[config.mk]
export PLATFORM = sky130hd
export DESIGN_NAME = perceptron_train_ctrl
export DESIGN_NICKNAME = d
export VERILOG_FILES = /design/src/rtl/perceptron_pkg.sv /design/src/rtl/train_sample_bank.sv /design/src/rtl/perceptron_train_ctrl.sv
export SDC_FILE = /design/constraint.sdc
export NUM_CORES = 1
export LEC_CHECK = 0
export ABC_AREA = 1
export CORE_MARGIN = 3
export CORE_UTILIZATION = 55
export CTS_CLUSTER_DIAMETER = 60
export DETAILED_ROUTE_END_ITERATION = 8
export HOLD_SLACK_MARGIN = 0.02
export PLACE_DENSITY_LB_ADDON = 0.25
export SLEW_MARGIN = 20
export SYNTH_ARGS = -nofsm -noshare
export SYNTH_HDL_FRONTEND = slang
export SYNTH_SLANG_ARGS = --single-unit
[constraint.sdc]
create_clock -name clk -period 2.4 [get_ports clk]
set_input_delay 0.48 -clock clk [delete_from_list [all_inputs] [get_ports clk]]
set_output_delay 0.48 -clock clk [all_outputs]
set_load 0.01 [all_outputs]
[src/rtl/perceptron_pkg.sv]
// rtl/perceptron_pkg.sv - shared encodings for the perceptron training controller
//   DELTA_*  : perceptron error codes on the delta bus
//   X*_BIT   : field positions inside a stored {x1,x2,s} sample
//   train_state_t : controller FSM states
`timescale 1ns/1ps
package perceptron_pkg;

  localparam logic [1:0] DELTA_ZERO = 2'b00;
  localparam logic [1:0] DELTA_POS  = 2'b01;
  localparam logic [1:0] DELTA_NEG  = 2'b11;

  localparam int X1_BIT   = 2;
  localparam int X2_BIT   = 1;
  localparam int S_BIT    = 0;
  localparam int SAMPLE_W = 3;

  typedef enum logic [1:0] {
    IDLE  = 2'd0,
    RUN   = 2'd1,
    CHECK = 2'd2,
    DONE  = 2'd3
  } train_state_t;

  // The unused encoding 2'b10 still counts as a misclassification so a
  // broken datapath can never make a run look converged.
  function automatic logic is_error(input logic [1:0] d);
    logic e;
    case (d)
      DELTA_ZERO:          e = 1'b0;
      DELTA_POS, DELTA_NEG: e = 1'b1;
      default:             e = 1'b1;
    endcase
    return e;
  endfunction

endpackage

[src/rtl/train_sample_bank.sv]
// rtl/train_sample_bank.sv - NSAMP x 3 training sample register file
//   clk, rst_n        : clock, asynchronous active-low reset (clears all entries)
//   wr_en/addr/data   : synchronous write port
//   rd_addr / rd_data : combinational read port
`timescale 1ns/1ps
module train_sample_bank
  import perceptron_pkg::*;
#(
  parameter  int NSAMP = 4,
  localparam int AW    = $clog2(NSAMP)
) (
  input  logic                clk,
  input  logic                rst_n,
  input  logic                wr_en,
  input  logic [AW-1:0]       wr_addr,
  input  logic [SAMPLE_W-1:0] wr_data,
  input  logic [AW-1:0]       rd_addr,
  output logic [SAMPLE_W-1:0] rd_data
);

  logic [SAMPLE_W-1:0] mem [NSAMP];

  always_ff @(posedge clk or negedge rst_n) begin
    if (!rst_n) begin
      for (int i = 0; i < NSAMP; i++) begin
        mem[i] <= '0;
      end
    end else if (wr_en) begin
      mem[wr_addr] <= wr_data;
    end
  end

  assign rd_data = mem[rd_addr];

endmodule

[src/rtl/perceptron_train_ctrl.sv]
// rtl/perceptron_train_ctrl.sv - training sequencer for a single-layer perceptron
//   clk, rst_n           : clock, asynchronous active-low reset
//   ld_en/ld_addr/ld_data: sample bank write ({x1,x2,s}), dropped while busy
//   start                : begin a run, honoured only in IDLE or DONE
//   delta                : perceptron error for the sample presented this cycle
//   x1, x2, s            : sample presented to the perceptron (0 outside RUN)
//   upd_en               : weight update enable (RUN only)
//   busy, done           : run in progress / run finished
//   converged            : last epoch had zero errors (valid with done)
//   epoch, err_cnt       : current or final epoch index and its error count
`timescale 1ns/1ps
module perceptron_train_ctrl
  import perceptron_pkg::*;
#(
  parameter  int NSAMP     = 4,
  parameter  int MAX_EPOCH = 15,
  parameter  int EPW       = 4,
  localparam int AW        = $clog2(NSAMP),
  localparam int CW        = $clog2(NSAMP + 1)
) (
  input  logic                clk,
  input  logic                rst_n,
  input  logic                ld_en,
  input  logic [AW-1:0]       ld_addr,
  input  logic [SAMPLE_W-1:0] ld_data,
  input  logic                start,
  input  logic [1:0]          delta,
  output logic                x1,
  output logic                x2,
  output logic                s,
  output logic                upd_en,
  output logic                busy,
  output logic                done,
  output logic                converged,
  output logic [EPW-1:0]      epoch,
  output logic [CW-1:0]       err_cnt
);

  localparam logic [AW-1:0]  LAST_IDX   = AW'(NSAMP - 1);
  localparam logic [EPW-1:0] LAST_EPOCH = EPW'(MAX_EPOCH - 1);

  train_state_t        state_q, state_d;
  logic [AW-1:0]       idx_q, idx_d;
  logic [EPW-1:0]      epoch_q, epoch_d;
  logic [CW-1:0]       err_q, err_d;
  logic                conv_q, conv_d;
  logic [SAMPLE_W-1:0] sample;
  logic                bank_we;

  // Writing only while not busy keeps the bank stable for the whole run;
  // a write coinciding with start lands before the first sample is read.
  assign bank_we = ld_en & ~busy;

  train_sample_bank #(
    .NSAMP (NSAMP)
  ) u_bank (
    .clk     (clk),
    .rst_n   (rst_n),
    .wr_en   (bank_we),
    .wr_addr (ld_addr),
    .wr_data (ld_data),
    .rd_addr (idx_q),
    .rd_data (sample)
  );

  always_ff @(posedge clk or negedge rst_n) begin
    if (!rst_n) begin
      state_q <= IDLE;
      idx_q   <= '0;
      epoch_q <= '0;
      err_q   <= '0;
      conv_q  <= 1'b0;
    end else begin
      state_q <= state_d;
      idx_q   <= idx_d;
      epoch_q <= epoch_d;
      err_q   <= err_d;
      conv_q  <= conv_d;
    end
  end

  always_comb begin
    state_d = state_q;
    idx_d   = idx_q;
    epoch_d = epoch_q;
    err_d   = err_q;
    conv_d  = conv_q;
    x1      = 1'b0;
    x2      = 1'b0;
    s       = 1'b0;
    upd_en  = 1'b0;
    busy    = 1'b0;
    done    = 1'b0;

    case (state_q)
      IDLE: begin
        if (start) begin
          state_d = RUN;
          idx_d   = '0;
          epoch_d = '0;
          err_d   = '0;
          conv_d  = 1'b0;
        end
      end

      RUN: begin
        busy   = 1'b1;
        upd_en = 1'b1;
        x1     = sample[X1_BIT];
        x2     = sample[X2_BIT];
        s      = sample[S_BIT];
        if (is_error(delta)) begin
          err_d = err_q + CW'(1);
        end
        // idx parks on the last sample; only CHECK rewinds it to 0.
        if (idx_q == LAST_IDX) begin
          state_d = CHECK;
        end else begin
          idx_d = idx_q + AW'(1);
        end
      end

      CHECK: begin
        busy = 1'b1;
        if ((err_q == '0) || (epoch_q == LAST_EPOCH)) begin
          state_d = DONE;
          conv_d  = (err_q == '0);
        end else begin
          state_d = RUN;
          epoch_d = epoch_q + EPW'(1);
          idx_d   = '0;
          err_d   = '0;
        end
      end

      DONE: begin
        done = 1'b1;
        if (start) begin
          state_d = RUN;
          idx_d   = '0;
          epoch_d = '0;
          err_d   = '0;
          conv_d  = 1'b0;
        end
      end

      default: begin
        state_d = IDLE;
      end
    endcase
  end

  assign epoch     = epoch_q;
  assign err_cnt   = err_q;
  assign converged = conv_q;

endmodule

==> results.toml <==
[pwr]
power_density_nw_per_um2 = 1240
p_leak_nw = 0.868
vdd.ir_drop.worst_mv = 0.791

[synthesis]
ys_types = 22
yosys_warnings = 0
synth.cell_area_um2 = 1350
syn_avg_cell_area_um2 = 8.13
synth_top_cells_by_area = "dfrtp_1 45%, nand2_1 13%, ha_1 7.4%"
synth_top_cell_area_share = 0.445
ys_seq_elements = 24
syn_inst = 166
synth_top_flop_cell = "dfrtp_1"
yosysTopAreaCell = "dfrtp_1"
synth-seq-area-share = 0.445
async_flop_share = 1.00
syn_nets = 185
synth_edf_count = 0

[sta]
relSlewSlack = 0.657
tns_ps = 0
grt_setup_unrepaired = "no"
max_slew.worst_pin.slew_ps = 511
timing.hold.ws_ps = 510
fin_crit_ps = 2260
final_hold_viol_count = 0
setup_viol = 0
min_period_over_period = 0.943
max_freq_ghz = 0.442
drv_slew = 0
fin_skew_ps = 5.69

[critical_path]
end_kind = "primary output"
path_buf_inv = 3
critPathMaxStageDelay_ps = 550
worstPathArrival_ps = 1780
timing.rr.start = "state_q[0]$_DFFE_PN0P_"
crit_type = "flop to primary output"
cp_top_family = "buffers and inverters"
crit_path_start = "state_q[1]$_DFFE_PN0P_"
crit_path_top_delay_cell = "clkdlybuf4s50_1"
path_cells = "inv_1, ha_1, inv_2, a21oi_1, clkdlybuf4s50_1"
crit_path_max_fanout = 10
worstPathRequired_ps = 1920
startpoint_type = "flop"
cp_num_cells = 5
reg2reg_depth = 7

[status]
status = "finished clean"

[cts]
cts_hold_buf = 0
cts_max_level = 1
clockBufferDepth = 2
clk-insertion-delay-late_ps = 300
clk_pin_slew_ps = 130
cts_sinks = 24
cts_tree = "done"
root_buffer = "clkbuf_4"
cts_buffers = 3

[grt]
grt_pass1_wl_um = 5070
busiest_layer = "met2"
first_global_vias = 1182
grt_max_degree = 25
use_met1 = 0.239
use_met3 = 0.0210
antenna_found_initial = 0
overflow = 0
grt_use_total = 0.205
met2_usage = 0.389

[floorplan]
io-pin-count = 25
die-width_um = 55.5
core_um2 = 2280
initial_core_util = 0.593
chipHeight_um = 55.5
rows = 17
dieArea_um2 = 3080

[cells_and_area]
multi_input_area_um2 = 638
n_antenna_cell = 0
final.fill_count = 171
final_util = 0.727
drive_above_1_share = 0.103
fin_nets = 215
seq_area_um2 = 602
syn_to_final_growth_pct = 22.7

[run]
cap_violations = 0

[route]
remaining_drc_errors = 0
vias = 1186
drtIter0Drc = 36
dr.pass1.iters = 4
viasPerCell = 5.34
ant_nets = 0
drt-total-wl_um = 2860
avgRoutedWirePerCell_um = 12.9

[placement]
place.gp.congestion = 0.841
hpwl_um = 2190
port_buffers = 24

[hold_path]
hold_path.class = "primary input to asynchronous set/reset pin"
## placed cells by master (no fill, tap or decap), types with 4 or more instances in the layout
cell type / Yosys / routed
inv_1: 20 / 20
dfrtp_1: 24 / 23
ha_1: 8 / 8
nor2_1: 11 / 11
buf_4: 0 / 4
nand4_1: 9 / 9
o21ai_0: 15 / 15
nand3_1: 8 / 8
a21oi_1: 4 / 4
clkdlybuf4s50_1: 0 / 22
nand2_1: 45 / 45
## power by group
part | switching, W | internal (W) | total [W] | leakage [nW]
Combinational | 0.000622 | 0.000505 | 0.00113 | 0.550
Sequential | 0.000163 | 0.000584 | 0.000747 | 0.305
Clock | 0.000114 | 0.0000585 | 0.000172 | 0.0138
Total | 0.000899 | 0.00115 | 0.00205 | 0.868
## state kept, by name (all words and copies together), names as in the netlist
register    flops
converged       1
state_q         2
err_cnt         3
idx_q           2
u_bank.mem     12
epoch           4
## cell families (layout without fill, tap and decap cells)
kind of cell             count (synthesis)  after routing  synth area share
AO/OA/AOI/OAI                           26             26             0.116
XOR/XNOR                                 1              1           0.00649
adder cells (fa/ha/maj)                  8              8            0.0742
buffers and inverters                   25             53            0.0816
flip-flops                              24             24             0.445
AND/OR/NAND/NOR                         82             82             0.276
## layout make-up
| class | count | area share |
|---|---|---|
| Inverter | 22 | 0.0499 |
| Tap cell | 28 | 0.0212 |
| Clock buffer | 3 | 0.0136 |
| Timing Repair Buffer | 28 | 0.166 |
| Sequential cell | 24 | 0.364 |
| Multi-Input combinational cell | 117 | 0.385 |
## through the flow
| step | std cells | instance area (um2) | total power, W | worst slack [ps] |
|---|---|---|---|---|
| global route | 222 | 1660 | 0.00224 | 1.01 |
| CTS | 220 | 1630 | 0.00203 | 79.1 |
| detailed placement | 217 | 1610 | 0.00186 | 449 |
| global placement | 217 | 1610 | 0.00181 | 459 |
| floorplan | 166 | 1350 | 0.00148 | 754 |
| finish | 222 | 1660 | 0.00205 | 138 |
## synth_stat cells (2+ instances only)
cell,instances
dfrtp_1,24
nand3_1,8
o211ai_1,3
inv_1,20
inv_2,2
o21ai_0,15
ha_1,8
o21ai_2,2
nand4_1,9
a21oi_1,4
nor2_1,11
nand2_2,3
nand2_1,45
nand3_2,3
buf_6,2
## final timing paths
path	slack (ps)	end
min in group clk	510	converged$_DFFE_PN0P_
max reg2reg	650	err_cnt[0]$_DFFE_PN0P_
max	140	s
max in group asynchronous	1630	idx_q[0]$_DFFE_PN0P_
min	510	epoch[3]$_DFFE_PN0P_
min reg2reg	510	converged$_DFFE_PN0P_
## per-layer routing
layer	routed length, um	vias up
li1	-	596
met1	1200	554
met2	1520	32
met3	109	4
met4	33	0
met5	0	-
## timing repair
item | in CTS | in global routing
resized for setup | 0 | 3
endpoints found under the setup margin | 0 | 3
setup buffers | 0 | 2
(Power assumes the default switching activity.)
